$ cat src/rtl/hamming1511_decode_arb_pkg.sv
// Shared constants and state type for the two-port Hamming(15,11) decode arbiter.
package hamming1511_decode_arb_pkg;

  localparam int unsigned CODE_W    = 15;
  localparam int unsigned DATA_W    = 11;
  localparam int unsigned NUM_PORTS = 2;
  localparam int unsigned SYN_W     = 4;

  // Response register occupancy
  typedef enum logic {
    StEmpty = 1'b0,
    StFull  = 1'b1
  } rsp_state_e;

endpackage

$ cat src/rtl/hamming1511_decode_arb_if.sv
// Request/response handshake bundle between a codeword source/sink and the decode arbiter.
interface hamming1511_decode_arb_if;
  import hamming1511_decode_arb_pkg::*;

  logic [NUM_PORTS-1:0] req_valid;
  logic [NUM_PORTS-1:0] req_ready;
  logic [CODE_W-1:0]    req_code0;
  logic [CODE_W-1:0]    req_code1;
  logic                 rsp_valid;
  logic                 rsp_ready;
  logic [DATA_W-1:0]    rsp_data;
  logic                 rsp_err;
  logic                 rsp_src;

  // Environment side: offers codewords, sinks responses
  modport master (
    output req_valid, req_code0, req_code1, rsp_ready,
    input  req_ready, rsp_valid, rsp_data, rsp_err, rsp_src
  );

  // Arbiter side
  modport slave (
    input  req_valid, req_code0, req_code1, rsp_ready,
    output req_ready, rsp_valid, rsp_data, rsp_err, rsp_src
  );

endinterface

$ cat src/rtl/hamming1511_decoder.sv
// Combinational Hamming(15,11) single-error-correcting decoder.
// Codeword bit k holds Hamming position k+1; parity sits at positions 1,2,4,8.
module hamming1511_decoder
  import hamming1511_decode_arb_pkg::*;
(
  input  logic [CODE_W-1:0] i_code,
  output logic [DATA_W-1:0] o_data,
  output logic              o_err
);

  logic [SYN_W-1:0] w_syn;

  // Syndrome is the XOR of the positions of all set bits
  always_comb begin
    w_syn = '0;
    for (int i = 0; i < CODE_W; i++) begin
      if (i_code[i]) w_syn = w_syn ^ SYN_W'(i + 1);
    end
  end

  // Extract data bits, flipping the one the syndrome points at (if any)
  always_comb begin
    o_data[0]  = i_code[2]  ^ (w_syn == 4'd3);
    o_data[1]  = i_code[4]  ^ (w_syn == 4'd5);
    o_data[2]  = i_code[5]  ^ (w_syn == 4'd6);
    o_data[3]  = i_code[6]  ^ (w_syn == 4'd7);
    o_data[4]  = i_code[8]  ^ (w_syn == 4'd9);
    o_data[5]  = i_code[9]  ^ (w_syn == 4'd10);
    o_data[6]  = i_code[10] ^ (w_syn == 4'd11);
    o_data[7]  = i_code[11] ^ (w_syn == 4'd12);
    o_data[8]  = i_code[12] ^ (w_syn == 4'd13);
    o_data[9]  = i_code[13] ^ (w_syn == 4'd14);
    o_data[10] = i_code[14] ^ (w_syn == 4'd15);
  end

  assign o_err = |w_syn;

endmodule

$ cat src/rtl/hamming1511_decode_arb.sv
// Two-port round-robin arbiter in front of one shared Hamming(15,11) decoder, with a single
// registered response slot and saturating per-port error counters.
module hamming1511_decode_arb
  import hamming1511_decode_arb_pkg::*;
#(
  parameter int unsigned CNT_W = 16
) (
  input  logic                 clk,
  input  logic                 rst_n,
  hamming1511_decode_arb_if.slave bus,
  input  logic                 cnt_clr,
  output logic [CNT_W-1:0]     err_cnt0,
  output logic [CNT_W-1:0]     err_cnt1
);

  rsp_state_e        r_state;
  logic              r_last;   // port index of the last accepted transfer
  logic [DATA_W-1:0] r_data;
  logic              r_err;
  logic              r_src;
  logic [CNT_W-1:0]  r_cnt0;
  logic [CNT_W-1:0]  r_cnt1;

  logic [NUM_PORTS-1:0] w_grant;
  logic [NUM_PORTS-1:0] w_ready;
  logic                 w_slot_open;
  logic                 w_xfer;
  logic                 w_sel;
  logic [CODE_W-1:0]    w_code;
  logic [DATA_W-1:0]    w_dec_data;
  logic                 w_dec_err;

  // Round-robin grant from req_valid and pointer only, so ready never loops back into valid
  always_comb begin
    w_grant = '0;
    case (bus.req_valid)
      2'b01:   w_grant = 2'b01;
      2'b10:   w_grant = 2'b10;
      2'b11:   w_grant = r_last ? 2'b01 : 2'b10;
      default: w_grant = '0;
    endcase
  end

  // Ready is gated by rst_n so nothing is offered while reset is held
  assign w_slot_open   = (r_state == StEmpty) | bus.rsp_ready;
  assign w_ready       = w_grant & {NUM_PORTS{w_slot_open & rst_n}};
  assign bus.req_ready = w_ready;
  assign w_xfer        = |(bus.req_valid & w_ready);
  assign w_sel         = w_grant[1];
  assign w_code        = w_sel ? bus.req_code1 : bus.req_code0;

  hamming1511_decoder u_decoder (
    .i_code (w_code),
    .o_data (w_dec_data),
    .o_err  (w_dec_err)
  );

  // Response slot FSM: load on transfer, drain on consume without a refill
  always_ff @(posedge clk or negedge rst_n) begin
    if (!rst_n) begin
      r_state <= StEmpty;
      r_last  <= 1'b1;
      r_data  <= '0;
      r_err   <= 1'b0;
      r_src   <= 1'b0;
    end else begin
      case (r_state)
        StEmpty: begin
          if (w_xfer) begin
            r_state <= StFull;
            r_data  <= w_dec_data;
            r_err   <= w_dec_err;
            r_src   <= w_sel;
            r_last  <= w_sel;
          end
        end
        StFull: begin
          if (w_xfer) begin
            r_data  <= w_dec_data;
            r_err   <= w_dec_err;
            r_src   <= w_sel;
            r_last  <= w_sel;
          end else if (bus.rsp_ready) begin
            r_state <= StEmpty;
          end
        end
        default: r_state <= StEmpty;
      endcase
    end
  end

  // Saturating error counters; a clear overrides any same-cycle increment
  always_ff @(posedge clk or negedge rst_n) begin
    if (!rst_n) begin
      r_cnt0 <= '0;
      r_cnt1 <= '0;
    end else if (cnt_clr) begin
      r_cnt0 <= '0;
      r_cnt1 <= '0;
    end else if (w_xfer && w_dec_err) begin
      if (!w_sel && (r_cnt0 != '1)) r_cnt0 <= r_cnt0 + CNT_W'(1);
      if (w_sel && (r_cnt1 != '1))  r_cnt1 <= r_cnt1 + CNT_W'(1);
    end
  end

  assign bus.rsp_valid = (r_state == StFull);
  assign bus.rsp_data  = r_data;
  assign bus.rsp_err   = r_err;
  assign bus.rsp_src   = r_src;
  assign err_cnt0      = r_cnt0;
  assign err_cnt1      = r_cnt1;

endmodule

$ cat src/flat_wrapper.sv
// flat-port wrapper written by rule: the top's interface ports become plain ports
module hamming1511_decode_arb_flat import hamming1511_decode_arb_pkg::*;
#(
  parameter int unsigned CNT_W = 16
)
  (clk, rst_n, cnt_clr, err_cnt0, err_cnt1, bus_req_valid, bus_req_code0, bus_req_code1, bus_rsp_ready, bus_req_ready, bus_rsp_valid, bus_rsp_data, bus_rsp_err, bus_rsp_src);
  hamming1511_decode_arb_if bus_i ();
  input  logic clk;
  input  logic rst_n;
  input  logic cnt_clr;
  output logic [CNT_W-1:0] err_cnt0;
  output logic [CNT_W-1:0] err_cnt1;
  input wire logic [$bits(bus_i.req_valid)-1:0] bus_req_valid;
  input wire logic [$bits(bus_i.req_code0)-1:0] bus_req_code0;
  input wire logic [$bits(bus_i.req_code1)-1:0] bus_req_code1;
  input wire logic [$bits(bus_i.rsp_ready)-1:0] bus_rsp_ready;
  output wire logic [$bits(bus_i.req_ready)-1:0] bus_req_ready;
  output wire logic [$bits(bus_i.rsp_valid)-1:0] bus_rsp_valid;
  output wire logic [$bits(bus_i.rsp_data)-1:0] bus_rsp_data;
  output wire logic [$bits(bus_i.rsp_err)-1:0] bus_rsp_err;
  output wire logic [$bits(bus_i.rsp_src)-1:0] bus_rsp_src;
  assign bus_i.req_valid = bus_req_valid;
  assign bus_i.req_code0 = bus_req_code0;
  assign bus_i.req_code1 = bus_req_code1;
  assign bus_i.rsp_ready = bus_rsp_ready;
  assign bus_req_ready = bus_i.req_ready;
  assign bus_rsp_valid = bus_i.rsp_valid;
  assign bus_rsp_data = bus_i.rsp_data;
  assign bus_rsp_err = bus_i.rsp_err;
  assign bus_rsp_src = bus_i.rsp_src;
  hamming1511_decode_arb #(.CNT_W(CNT_W)) u_core (.clk(clk), .rst_n(rst_n), .bus(bus_i), .cnt_clr(cnt_clr), .err_cnt0(err_cnt0), .err_cnt1(err_cnt1));
endmodule
$ cat config.mk
export PLATFORM = sky130hd
export DESIGN_NAME = hamming1511_decode_arb_flat
export DESIGN_NICKNAME = d
export VERILOG_FILES = /design/src/rtl/hamming1511_decode_arb_pkg.sv /design/src/rtl/hamming1511_decode_arb_if.sv /design/src/rtl/hamming1511_decoder.sv /design/src/rtl/hamming1511_decode_arb.sv /design/src/flat_wrapper.sv
export SDC_FILE = /design/constraint.sdc
export NUM_CORES = 1
export LEC_CHECK = 0
export CORE_UTILIZATION = 52
export CTS_CLUSTER_DIAMETER = 200
export DETAILED_ROUTE_END_ITERATION = 12
export PLACE_DENSITY = 0.83
export SYNTH_ARGS = -nofsm -noshare
export SYNTH_HDL_FRONTEND = slang
export SYNTH_SLANG_ARGS = --single-unit
$ cat constraint.sdc
create_clock -name clk -period 6.8 [get_ports clk]
set_input_delay 1.36 -clock clk [delete_from_list [all_inputs] [get_ports clk]]
set_output_delay 1.36 -clock clk [all_outputs]
set_load 0.03 [all_outputs]
==> impl_results.md, run 1 <==
- Status: finished, final reports clean
- Rows: 27
- Number of global-route vias before repair: 2469
- Comb pwr share: 38.7%
- Mapped cell area: 3060 um2
- Most frequent cells in the layout: clkdlybuf4s50_1 (82), dfrtp_1 (46), xnor2_1 (35)
- Pwr dens: 227 nW/um2
- Cell Chain, Critical Path: clkdlybuf4s50_1 -> inv_1 -> a21oi_2 -> buf_4 -> and3_1 -> clkdlybuf4s50_1
- RSZ-0062 raised after global routing: false
- GRT busiest layer: met2
- Main synth FF type: dfrtp_1
- Final setup violation count: 0
- Hold_sp: u_core.bus.rsp_data[4]
- Seq/Total Area, Yosys: 38.5%
- Worst path bufs/invs: 4
- Hold Path Class: reg2reg
- Number of buffers created by CTS: 5
- Synthesis Warnings: 0
- ANT nets after route: 0
- Seq pwr share: 35.2%
- Clk slew on worst S/H paths: 0.08 ns
- Slowest cell on crit path: clkdlybuf4s50_1
- Synthesized area per cell: 9.67 um2
- Global-route wire length before repair: 11.5 mm
- Area growth syn-to-layout: 33.7%
- Chip Height: 78.7 um
- Drt initial violations: 118
- Crit path max-delay family: buffers and inverters
- Clock latency on the worst-skew pair: 0.31 ns
- DP HPWL: 5.17 mm
- Mapped Cells: 316
- Worst EP required: 5.44 ns
- WHS Path Cells: 2
- Reg2Reg Launch Point: u_core.r_last
- Drt pass-1 iters: 4
- Die area: 6190 um2
- Final Slew Violations: 0
- Final Hold Viols: 0
- Hold endpoint: u_core.bus.rsp_data[4]
- VDD IR-drop max: 205 uV
- Hold-fix buffers, CTS: 0
- Async SR Flop Fraction: 100%
- Clk sinks: 47
- Final period utilization: 73.0%
- R2R Setup Slk: 3.57 ns
- Fraction of layout instances using a drive strength above 1: 7.30%
- Met3 usage in global routing: 3.37%
- Port buffer count: 83
- Post-CTS Setup Inserts: 0
- Clock power frac: 26.1%
- R2r worst-path depth: 8
- Effective utilization at floorplan: 54.8%
- Via count: 2565
- NumNets Final: 434
- Die W: 78.7 um
- WL final: 6.97 mm
- Top cells by area, synth: dfrtp_1 (38%), xnor2_1 (10%), xor2_1 (8.0%), mux2i_1 (4.6%), nor2_1 (4.1%)
- Crit path capture type: output port
- Root buf cell: clkbuf_8
- H-tree depth: 2
- Gr usage total: 23.8%
- Worst slew margin: 21.1%
- Largest net degree at the start of global routing: 36
- Via-to-Cell Ratio: 5.47
- Most common cell after layout, fill and taps aside: clkdlybuf4s50_1
- Drt drc: 0
- Post-synth EDFFs: 0
- Sw frac: 33.7%
- Synthesized flop and latch total: 47
- Achievable Freq: 0.201 GHz
- End of the worst register-to-register path: u_core.err_cnt0[11]
- Setup CP Type: in2out
- WL per Instance: 14.9 um
- CTS tree: done
- Worst-margin pin slew: 1.18 ns
- Max stage delay on crit path: 0.76 ns
- CP startpoint kind: input pin
- Core ar.: 5570 um2
- Hold slack: 0.495 ns
- Crit Path Max Fanout: 18
- Max Cap Viol: 0
- Net Switching: 0.312 mW
- GR Util met1: 31.3%
- Mapped Nets: 354
- Fill cell count: 422
- CP arrival: 3.61 ns
- Final min period: 4.97 ns
- Most frequent CP cell: clkdlybuf4s50_1
- LEAKAGE: 1.77 nW
- Int Pwr: 0.613 mW
- Max Clock Skew: 0.00683 ns
- GR Util met2: 40.4%
- Ports: 84
- Share of the synthesized area in the top cell type: 37.7%
- Grt ovf: 0
- Post-CTS sizing: 0
- CTS max path bufs: 2
- Post-Route Setup TNS: 0 ns
- Synth cell types: 41
- Initial antenna violation count: 0
- Synth area leader: dfrtp_1
- GPL Wtd Cong: 0.857
- Ant. Diodes: 0
[worst min-delay path, stage by stage, from the launching register on]
cell     delay, ns
dfrtp_1       0.35
nand2_1       0.05
o21ai_0       0.06
[power groups by stage]
stage / Clock (mW) / Combinational, mW / Sequential [mW]
final: 0.242 / 0.358 / 0.326
after global routing: 0.257 / 0.384 / 0.328
after CTS: 0.248 / 0.359 / 0.326
after detailed placement: 0 / 0.357 / 0.331
after global placement: 0 / 0.347 / 0.330
after floorplan: 0 / 0.185 / 0.379
[cell families after synthesis]
group	synth area share, %
mux	8.35
fa+ha+maj	0.819
compound gates	5.00
xor+xnor	23.1
buf+inv	2.66
simple gates	21.5
flops	38.5
[routing by layer]
metal	routed length, um	up-vias
met4	106	0
met3	229	9
met5	0	-
met2	3440	57
met1	3200	1255
li1	-	1244
[cell usage after synthesis (3+ instances only)]
master / count
mux2i_1: 14
nor3_1: 3
inv_1: 5
xnor3_2: 3
a21oi_1: 6
mux2_2: 4
dfrtp_1: 46
or3_1: 3
and3_1: 18
buf_2: 5
and4_1: 5
xnor2_1: 35
nand2_1: 25
nor3b_1: 3
o21ai_1: 3
nor2_1: 33
xnor3_1: 3
nor2b_1: 3
nand4_1: 12
xor2_1: 28
clkbuf_1: 9
o21ai_0: 10
nand3_1: 18
[flip-flops by register name, indices dropped and copies added, names as in the netlist]
register,count
u_core.bus.rsp_valid,1
u_core.bus.rsp_data,11
u_core.bus.rsp_src,1
u_core.bus.rsp_err,1
u_core.err_cnt0,16
u_core.err_cnt1,16
u_core.r_last,1
[how the worst max path moves through the flow]
stage / endpoint / startpoint / cells past startpoint
2_1_floorplan: bus_req_ready[1] / bus_req_valid[1] / 6
3_3_place_gp: bus_req_ready[1] / bus_req_valid[1] / 6
5_1_grt: bus_req_ready[1] / bus_req_valid[1] / 6
6_report: bus_req_ready[1] / bus_req_valid[1] / 6
4_1_cts: bus_req_ready[1] / bus_req_valid[1] / 6
3_5_place_dp: bus_req_ready[1] / bus_req_valid[1] / 6
[per-stage QoR]
| step | std cells | power [mW] | worst slack [ns] | util (%) | instance area, um2 |
|---|---|---|---|---|---|
| after global placement | 461 | 0.677 | 1.88 | 70.9 | 3950 |
| after detailed placement | 461 | 0.688 | 1.85 | 70.9 | 3950 |
| final | 469 | 0.926 | 1.83 | 73.3 | 4090 |
| after floorplan | 316 | 0.564 | 2.88 | - | 3060 |
| after global routing | 469 | 0.970 | 1.74 | 73.3 | 4090 |
| after CTS | 469 | 0.933 | 1.82 | 73.3 | 4090 |
[final cells by class]
class / count / area (um2) / share of cell area (%)
multi-input combinational: 249 / 1800 / 44.1
sequential: 47 / 1180 / 28.8
timing repair buffer: 88 / 863 / 21.1
tap: 72 / 90.1 / 2.20
clock buffer: 5 / 68.8 / 1.68
clock inverter: 3 / 67.6 / 1.65
inverter: 5 / 18.8 / 0.459
Note: power is estimated with default switching activity, not from simulation.
==> run 2: changes to the inputs <==
Settings changed: CORE_UTILIZATION 52 to 49, PLACE_DENSITY 0.83 to 0.79.
Clock period 6.8 ns to 4.8 ns, I/O delays scaled along.
==> run 2 against run 1 <==
First-iteration DRC count rose by 16%. Clock skew rose by 0.0046 ns. Core utilization down 4.8 points. Clock power is 5% lower. Wire length rose by 1.8%.
==> impl_results.md, run 2 (synthesis results as in run 1) <==
- Crit path capture type: flip-flop
- Port buffer count: 83 (unchanged)
- Pre-CTS WS: 0.721 ns (-1.13 ns)
- Ports: 84 (unchanged)
- ANT nets after route: 0 (unchanged)
- Non-Filler Instances: 478 (+1.9%)
- Status: finished, final reports clean
- Drt drc: 0 (unchanged)
- CTS max path bufs: 2 (unchanged)
- Achievable Freq: 0.266 GHz
- Post-Route Setup TNS: 0 ns (unchanged)
- WL per Instance: 14.9 um (about the same)
- CP arrival: 4.00 ns (+0.39 ns)
- Post-CTS Setup Inserts: 0 (unchanged)
- Die W: 81.0 um (+2.9%)
- Hold-fix buffers, CTS: 0 (unchanged)
- Rows: 28 (+3.7%)
- Final period utilization: 78.4%
- CP startpoint kind: input pin
- VDD IR-drop max: 241 uV (+18%)
- LEAKAGE: 1.77 nW (+0.35%)
- FF/Latch Area: 1180 um2 (unchanged)
- Core ar.: 5960 um2 (+6.8%)
- CTS tree: done
- Via count: 2570 (+0.19%)
- Largest net degree at the start of global routing: 42 (+17%)
- Pwr dens: 297 nW/um2 (+31%)
- Most common cell after layout, fill and taps aside: clkdlybuf4s50_1
- Final Hold Viols: 0 (unchanged)
- Fraction of layout instances using a drive strength above 1: 8.19% (+0.88 points)
- Drt pass-1 iters: 4 (unchanged)
- Metal2 WL: 3.48 mm (+1.4%)
- Root buf cell: clkbuf_8
- Post-CTS sizing: 0 (unchanged)
- Worst path bufs/invs: 3 (-1)
- Number of buffers created by CTS: 5 (unchanged)
- Clock latency on the worst-skew pair: 0.30 ns (about the same)
- GPL Wtd Cong: 0.816 (-4.8%)
- Global-route wire length before repair: 11.5 mm (about the same)
- Final setup violation count: 0 (unchanged)
- Effective utilization at floorplan: 51.3% (-3.5 points)
- Uppermost layer routed: met4
- Initial antenna violation count: 0 (unchanged)
- Gr usage total: 23.1% (-0.71 points)
- Met3 WL: 266 um (+16%)
- Worst EP required: 5.03 ns (-0.41 ns)
- Via-to-Cell Ratio: 5.38 (-1.7%)
- Cell Chain, Critical Path: clkdlybuf4s50_1 -> inv_1 -> a21oi_2 -> buf_4 -> mux2i_1 -> nor3_1 -> o211ai_2 -> nand2_1 -> or3_1 -> a21oi_1
- Chip Height: 81.0 um (+2.9%)
- Wire length on met1: 3.20 mm (about the same)
- Max Cap Viol: 0 (unchanged)
- Ant. Diodes: 0 (unchanged)
- Area growth syn-to-layout: 33.5%
- Number of global-route vias before repair: 2434 (-1.4%)
- Hold slack: 0.493 ns (-0.00200 ns)
- H-tree depth: 2 (unchanged)
- Fill cell count: 498 (+18%)
- Setup CP Type: in2reg
- Crit path max-delay family: compound AO/OA/AOI/OAI gates
- Most frequent cells in the layout: clkdlybuf4s50_1 (82), dfrtp_1 (46), xnor2_1 (35)
- Max stage delay on crit path: 0.74 ns (-0.02 ns)
- Max Clock Skew: 0.0114 ns (+0.00459 ns)
- Clk slew on worst S/H paths: 0.09 ns (about the same)
- Area occupied by multi-input gates: 1800 um2 (unchanged)
- Grt ovf: 0 (unchanged)
- Hold Path Class: reg2reg
- Post-Place Cells: 470 (+2.0%)
- DP HPWL: 5.37 mm (+4.0%)
- Final min period: 3.76 ns
- Worst slew margin: 38.3% (+17 points)
- Clk sinks: 47 (unchanged)
- NumNets Final: 440 (+1.4%)
- Final Slew Violations: 0 (unchanged)
- WL final: 7.10 mm (+1.8%)
- Crit Path Max Fanout: 24 (+6)
- Die area: 6560 um2 (+6.0%)
- Drt initial violations: 137 (+16%)
- Power consumption: 1.21 mW (+31%)
- Worst-margin pin slew: 0.922 ns (-0.259 ns)
- Setup WS post-layout: 1.04 ns (-0.796 ns)
- RSZ-0062 raised after global routing: false
- Slowest cell on crit path: o211ai_2
[run 2: cell count changes in the layout (fill, tap and decap cells not counted), sizes merged]
cell	before	now
clkinvlp	1	0
buf	6	12
clkbuf	5	7
clkinv	0	1
bufinv	2	0
[run 2: tightest hold or removal path: cells and delay by family (launching register included)]
| kind | cells | cell delay (ns) |
|---|---|---|
| DFF | 1 | 0.35 |
| AOI/OAI and AO/OA | 1 | 0.06 |
| and+or+nand+nor | 1 | 0.05 |
[run 2: worst paths after layout]
kind | slack [ns] | depth (start not counted) | end | startpoint
hold reg to reg | 0.49 | 2 | u_core.bus.rsp_data[2] | u_core.bus.rsp_data[2]
setup / recovery | 1.04 | 10 | u_core.err_cnt0[12] | bus_req_valid[1]
min in group asynchronous | 0.51 | 1 | u_core.err_cnt0[2] | rst_n
hold / removal | 0.49 | 2 | u_core.bus.rsp_data[2] | u_core.bus.rsp_data[2]
max in group asynchronous | 3.50 | 2 | u_core.bus.rsp_data[4] | rst_n
setup reg to reg | 1.85 | 8 | u_core.err_cnt0[12] | u_core.r_last
[run 2: cell type report]
class,count,area share [%]
inverters,5,0.460
clock inverters,1,0.123
repair buffers,94,22.3
well taps,75,2.30
flip-flops and latches,47,28.9
multi-input cells,249,44.1
clock buffers,7,1.87
[run 2: through the flow]
stage                     util (%)  area (um2)
after global placement        67.1        4000
after floorplan                  -        3060
after CTS                     68.5        4080
after detailed placement      67.1        4000
final                         68.5        4080
after global routing          68.5        4080
[run 2: power breakdown]
group          internal, mW  switching (mW)
Combinational         0.242           0.281
Clock                 0.102           0.128
Sequential            0.435          0.0241
[run 2: metal layers]
layer | global-route usage [%] | vias to the layer above
met4 | 8.39 | 0
met2 | 37.8 | 65
met5 | 0 | -
li1 | - | 1258
met1 | 30.4 | 1233
met3 | 4.04 | 14
